## src/rtl/imem_prog.sv

```systemverilog
// Programmable instruction memory: NOP-filled on reset, one registered fetch per cycle, loader write port.
// Latency: fetch 1 cycle (request edge to fetch_valid); write visible to the next fetch, same-cycle via bypass.
// Backpressure: prog_ready low during the NOP fill; fetch_stall freezes all fetch outputs.
module imem_prog #(
  parameter int          DATA_W   = 32,
  parameter int          DEPTH    = 64,
  parameter int          PC_W     = 32,
  parameter logic [31:0] NOP_WORD = 32'h0007_8000
) (
  input  logic              clk,
  input  logic              rst,
  input  logic              fetch_req,
  input  logic [PC_W-1:0]   fetch_addr,
  input  logic              fetch_stall,
  output logic              fetch_valid,
  output logic [DATA_W-1:0] fetch_data,
  output logic              fetch_oob,
  input  logic              prog_valid,
  output logic              prog_ready,
  input  logic [PC_W-1:0]   prog_addr,
  input  logic [DATA_W-1:0] prog_data,
  output logic              prog_err,
  output logic              init_done
);

  localparam int                ADDR_W    = $clog2(DEPTH);
  localparam logic [DATA_W-1:0] NOP       = DATA_W'(NOP_WORD);
  // One extra bit so the range check never wraps at the top of the PC space.
  localparam logic [PC_W:0]     DEPTH_EXT = (PC_W + 1)'(DEPTH);
  localparam logic [ADDR_W-1:0] LAST_IDX  = ADDR_W'(DEPTH - 1);

  typedef enum logic {
    S_INIT = 1'b0,
    S_RUN  = 1'b1
  } state_t;

  state_t            state_q;
  state_t            state_d;
  logic [ADDR_W-1:0] init_cnt;
  logic [DATA_W-1:0] mem [DEPTH];

  logic              run;
  logic              mem_we;
  logic [ADDR_W-1:0] mem_widx;
  logic [DATA_W-1:0] mem_wdat;
  logic              prog_in_range;
  logic              fetch_in_range;
  logic              bypass;
  logic [DATA_W-1:0] rd_word;

  // Full-width range checks: upper address bits are never dropped.
  assign prog_in_range  = {1'b0, prog_addr}  < DEPTH_EXT;
  assign fetch_in_range = {1'b0, fetch_addr} < DEPTH_EXT;

  // A same-address write in the accepting cycle overrides the stored word.
  assign bypass  = run && prog_valid && prog_in_range && (prog_addr == fetch_addr);
  assign rd_word = mem[fetch_addr[ADDR_W-1:0]];

  assign prog_ready = run;
  assign init_done  = run;

  // State register: every reset restarts the NOP fill.
  always_ff @(posedge clk) begin
    if (rst) begin
      state_q <= S_INIT;
    end else begin
      state_q <= state_d;
    end
  end

  // Next state and single array write port: fill counter in INIT, loader in RUN.
  always_comb begin
    state_d  = state_q;
    run      = 1'b0;
    mem_we   = 1'b0;
    mem_widx = init_cnt;
    mem_wdat = NOP;
    case (state_q)
      S_INIT: begin
        mem_we = 1'b1;
        if (init_cnt == LAST_IDX) begin
          state_d = S_RUN;
        end
      end
      S_RUN: begin
        run = 1'b1;
        if (prog_valid && prog_in_range) begin
          mem_we   = 1'b1;
          mem_widx = prog_addr[ADDR_W-1:0];
          mem_wdat = prog_data;
        end
      end
      default: state_d = S_INIT;
    endcase
  end

  // Fill index, advancing once per INIT cycle.
  always_ff @(posedge clk) begin
    if (rst) begin
      init_cnt <= '0;
    end else if (state_q == S_INIT) begin
      init_cnt <= init_cnt + 1'b1;
    end
  end

  // Array write; suppressed while reset is asserted.
  always_ff @(posedge clk) begin
    if (mem_we && !rst) begin
      mem[mem_widx] <= mem_wdat;
    end
  end

  // Registered fetch response with stall hold and out-of-range NOP substitution.
  always_ff @(posedge clk) begin
    if (rst) begin
      fetch_valid <= 1'b0;
      fetch_data  <= NOP;
      fetch_oob   <= 1'b0;
    end else if (run && !fetch_stall) begin
      if (fetch_req) begin
        fetch_valid <= 1'b1;
        fetch_oob   <= !fetch_in_range;
        if (!fetch_in_range) begin
          fetch_data <= NOP;
        end else if (bypass) begin
          fetch_data <= prog_data;
        end else begin
          fetch_data <= rd_word;
        end
      end else begin
        fetch_valid <= 1'b0;
        fetch_oob   <= 1'b0;
      end
    end
  end

  // One-cycle pulse for each out-of-range write that is dropped.
  always_ff @(posedge clk) begin
    if (rst) begin
      prog_err <= 1'b0;
    end else begin
      prog_err <= run && prog_valid && !prog_in_range;
    end
  end

endmodule

```

## config.mk

```make
export PLATFORM = sky130hd
export DESIGN_NAME = imem_prog
export DESIGN_NICKNAME = d
export VERILOG_FILES = /design/src/rtl/imem_prog.sv
export SDC_FILE = /design/constraint.sdc
export NUM_CORES = 2
export LEC_CHECK = 0
export CORE_AREA = 5 5 586 356
export DETAILED_ROUTE_END_ITERATION = 6
export DIE_AREA = 0 0 591 361
export REMOVE_ABC_BUFFERS = 1
export SYNTH_ARGS = -nofsm -noshare
export SYNTH_HDL_FRONTEND = slang
export SYNTH_SLANG_ARGS = --single-unit
export TNS_END_PERCENT = 5
```

## constraint.sdc

```tcl
create_clock -name clk -period 9.3 [get_ports clk]
set_input_delay 1.395 -clock clk [delete_from_list [all_inputs] [get_ports clk]]
set_output_delay 1.395 -clock clk [all_outputs]
set_load 0.01 [all_outputs]
```

==> impl.org <==
** Cells and area
- Most common library cell in the layout ignoring fill and taps :: edfxtp_1
- The top cell types in the final layout, fill and taps aside, are edfxtp_1, mux4_2, clkbuf_16, a22oi_1, buf_4.
- Across the whole layout, storage elements account for 62300 sq um.
- Fill cells in the final layout number 16900.
- Layout cells sized above 1 :: 24.3%
- In the final layout, the multi-input gates occupy 17600 sq um.
- Relative to the synthesized area, the layout overhead comes to 13.8%.
- After the last flow step, the layout net total stands at 4079.
- Final Instance Count excl. Fillers :: 6843

** STA
- Slew Viols, Final :: 0
- Min Clock Period, post-route :: 5.65 ns
- After layout, the worst path uses 60.7% of the clock period.
- Slew margin rel. :: 1.76%
- Setup slack after layout :: 3.65 ns
- Timing would allow up to 0.177 GHz.
- At the pin with the least slew margin, the transition time is 1.45 ns.
- Number of failing setup endpoints in the final timing report :: 0
- Setup repair after global routing missed its margin :: false
- Worst clock skew on the final layout :: 0.0289 ns
- Final-layout setup total negative slack :: 0 ns
- The number of hold-slack violations in the final timing report is 0.

** Route
- The first detailed-routing pass ran for 6 iterations.
- Remaining design rule violation count :: 0
- Vias :: 41100
- Antenna Violating Nets Remaining :: 0
- Dividing the detail-routed wire length by the instance count gives 34.5 microns.
- After detailed routing, the total wire length is 236000 microns.
- Mean number of vias per cell :: 6.01
- The first routing iteration left 6070 violations.

** Place
- Dpl cells :: 6520
- Summed over all nets, the half-perimeter wirelength after detailed placement is 146000 microns.
- Routability-driven placement finished with a final weighted congestion of 0.959.
- PortBufs :: 137
- Setup WS pre-CTS :: 2.92 ns

** Run status
- The final reports fail on max-capacitance violations.
- The run finished, with violations left.

** Floorplan
- Number of top-level pins :: 138
- The die is 591 microns wide.
- Initial Utilization :: 39.9%
- Die Outline Area :: 213000 sq um
- The floorplan has 128 rows.
- Area of the core region :: 202000 sq um
- In this run the vertical extent of the chip is 361 microns.

** Yosys
- The portion of synthesized area spent on multiplexers is 14.9%.
- Most frequently used flop master after synthesis :: edfxtp_1
- The Yosys step of the flow raised 0 warnings.
- Share of flip-flops with an asynchronous set or reset :: 0%
- Counting flops and latches in the post-synthesis netlist gives 2090.
- Synthesized-area fraction occupied by ao, oa, aoi and oai cells :: 3.66%
- Mapped Cells :: 3725
- Post-Synth Adder-Cell Area :: 0.0155%
- Largest cells by area after synthesis :: edfxtp_1, mux4_2, mux2i_1
- The synthesized design spends more area on one cell type than any other, namely edfxtp_1.
- The mapped netlist covers 80600 sq um.
- Simple-gate portion of the synthesized area :: 2.24%
- Main combinational cell family by area after synthesis :: multiplexers
- Of the total synthesized cell area, the portion taken by XOR and XNOR cells is 0.380%.
- Sequential cell area fraction in the yosys report :: 77.4%
- Number of flops mapped to enable cells by yosys :: 2048
- In this run the biggest area consumer among cell types represents 76.3% of the synthesized area.
- Post-synthesis area per instance :: 21.6 sq um
- Synthesis instantiated 65 different standard cells from the library.

** Pwr
- VDD sags by at most 158 uV.
- Sw power :: 3860 uW
- Cell-internal power :: 14600 uW
- The share of total power dissipated in combinational logic is 3.9%.
- Total power density per cell area :: 201 nW/um^2
- The clock network burns 40.7% of the power.
- Seq pwr share :: 55.5%
- For this design the static power due to leakage is 0.0279 uW.
- Of the total power, the share spent switching nets is 21.0%.

** CTS
- The clock net in this run drives a total of 2090 sinks.
- Hold repair after CTS inserted 0 buffers.
- No sink is reached through more buffers than the 4 on the longest clock path.
- Clock tree synthesis inserted a total of 185 buffers.
- After clock tree synthesis, the clock-pin slew on the worst setup and hold paths is 0.07 ns.
- Clock latency of the later-clocked register in the worst-skew pair :: 0.81 ns
- Total of cells resized after clock tree synthesis :: 0
- The tree is rooted in a clkbuf_16.
- Buffers added to address setup during post-CTS repair amount to 0.
- H-tree lvl count :: 4
- Clock tree from TritonCTS :: yes

** Critical path
- Data on the critical path is required at its endpoint by 9.71 ns.
- In this run the worst path has a maximum fanout of 55.
- STA classifies the critical path endpoint as a register.
- Setup crit start kind :: input port
- Data on the critical path arrives at its endpoint at 6.06 ns.
- Setup CP Type :: input port to register

** Global routing
- Maximum number of pins on one net before global-route repair :: 110
- After global routing the overflow that remains totals 0.
- Number of antenna violations at the first check in global routing :: 16
- The first global-routing pass estimated 326000 microns of wire.
- Global-route usage over all layers :: 21.7%
- The via count of the first global-routing pass came to 39600.

** Flow run
- Max-cap violations in this run came to 1.

** Worst hold path
- The worst hold path belongs to the class register to register.
power groups by stage:
stage                     Combinational, uW  Sequential (uW)  Clock [uW]
after floorplan                         258            10400           0
after detailed placement                707            10400           0
after global routing                    732            10200        8010
after global placement                  706            10400           0
final                                   714            10200        7490
after CTS                               709            10200        7590
cell type report:
type                    count  share of cell area [%]
diodes                      3                 0.00819
clock buffers             227                    5.29
clock inverters            93                   0.914
inverters                  10                  0.0409
multi-input cells        1404                    19.2
flip-flops and latches   2090                    68.0
well taps                2730                    3.73
repair buffers            286                    2.80
Yosys cell counts (17+ instances only):
| cell type | instances |
|---|---|
| buf_2 | 79 |
| mux2_2 | 19 |
| nor4_1 | 31 |
| mux2i_1 | 114 |
| a211oi_1 | 17 |
| xnor2_1 | 33 |
| dfxtp_1 | 42 |
| nand4_1 | 19 |
| a21oi_1 | 64 |
| nand3_1 | 32 |
| o22ai_1 | 40 |
| a32oi_1 | 23 |
| mux4_2 | 460 |
| nand2b_1 | 17 |
| buf_4 | 34 |
| and2_1 | 35 |
| o21ai_0 | 44 |
| nor2_1 | 64 |
| nor3_1 | 52 |
| a22oi_1 | 150 |
| clkbuf_1 | 91 |
| edfxtp_1 | 2048 |
| nor2b_1 | 20 |
| nand2_1 | 37 |
stage by stage:
step	util, %	hold WS [ns]	area (sq um)	total power, uW
floorplan	-	0.474	79500	10700
global placement	42.5	0.446	86000	11100
detailed placement	42.5	0.455	86000	11100
CTS	45.4	0.465	91700	18500
global route	45.4	0.501	91700	19000
finish	45.4	0.463	91700	18400
worst max-delay path, cell delays in order:
cell and delay [ns]:
clkdlybuf4s50_1 0.45, nor4_1 1.16, nand3_1 0.46, nor3_4 0.26
buf_4 0.58, mux2i_1 0.18, or2_2 0.50, nor2_4 0.98
registers in the layout, indices dropped and copies added (netlist names):
| signal | count |
|---|---|
| fetch_data | 32 |
| fetch_oob | 1 |
| fetch_valid | 1 |
| init_cnt | 6 |
| mem | 2048 |
| prog_err | 1 |
| state_q | 1 |
path summary, 6_finish.rpt:
| kind | startpoint | endpoint | slack (ns) | cells after the start |
|---|---|---|---|---|
| min reg2reg | fetch_valid | fetch_valid | 0.46 | 2 |
| max | prog_addr[11] | mem[16][11] | 3.65 | 8 |
| max reg2reg | state_q | fetch_data[12] | 5.87 | 6 |
| min | fetch_valid | fetch_valid | 0.46 | 2 |
logic make-up (layout without fill, tap and decap cells):
family / Yosys count / in the layout
XOR/XNOR: 35 / 35
AND/OR/NAND/NOR: 339 / 339
AO/OA/AOI/OAI: 425 / 425
adder cells (fa/ha/maj): 1 / 1
buffers and inverters: 231 / 616
multiplexers: 604 / 604
other: 0 / 3
flip-flops: 2090 / 2090
per-layer routing:
metal | routed length, microns | global-route usage [%] | share of wire, % | up-vias
li1 | - | - | - | 16300
met4 | 9380 | 7.47 | 4.0 | 6
met5 | 79 | 0 | 0.034 | -
met2 | 99500 | 30.0 | 42 | 2426
met3 | 29700 | 6.95 | 13 | 353
met1 | 97200 | 32.4 | 41 | 22000
No activity file was read; power rests on OpenSTA's default activity.
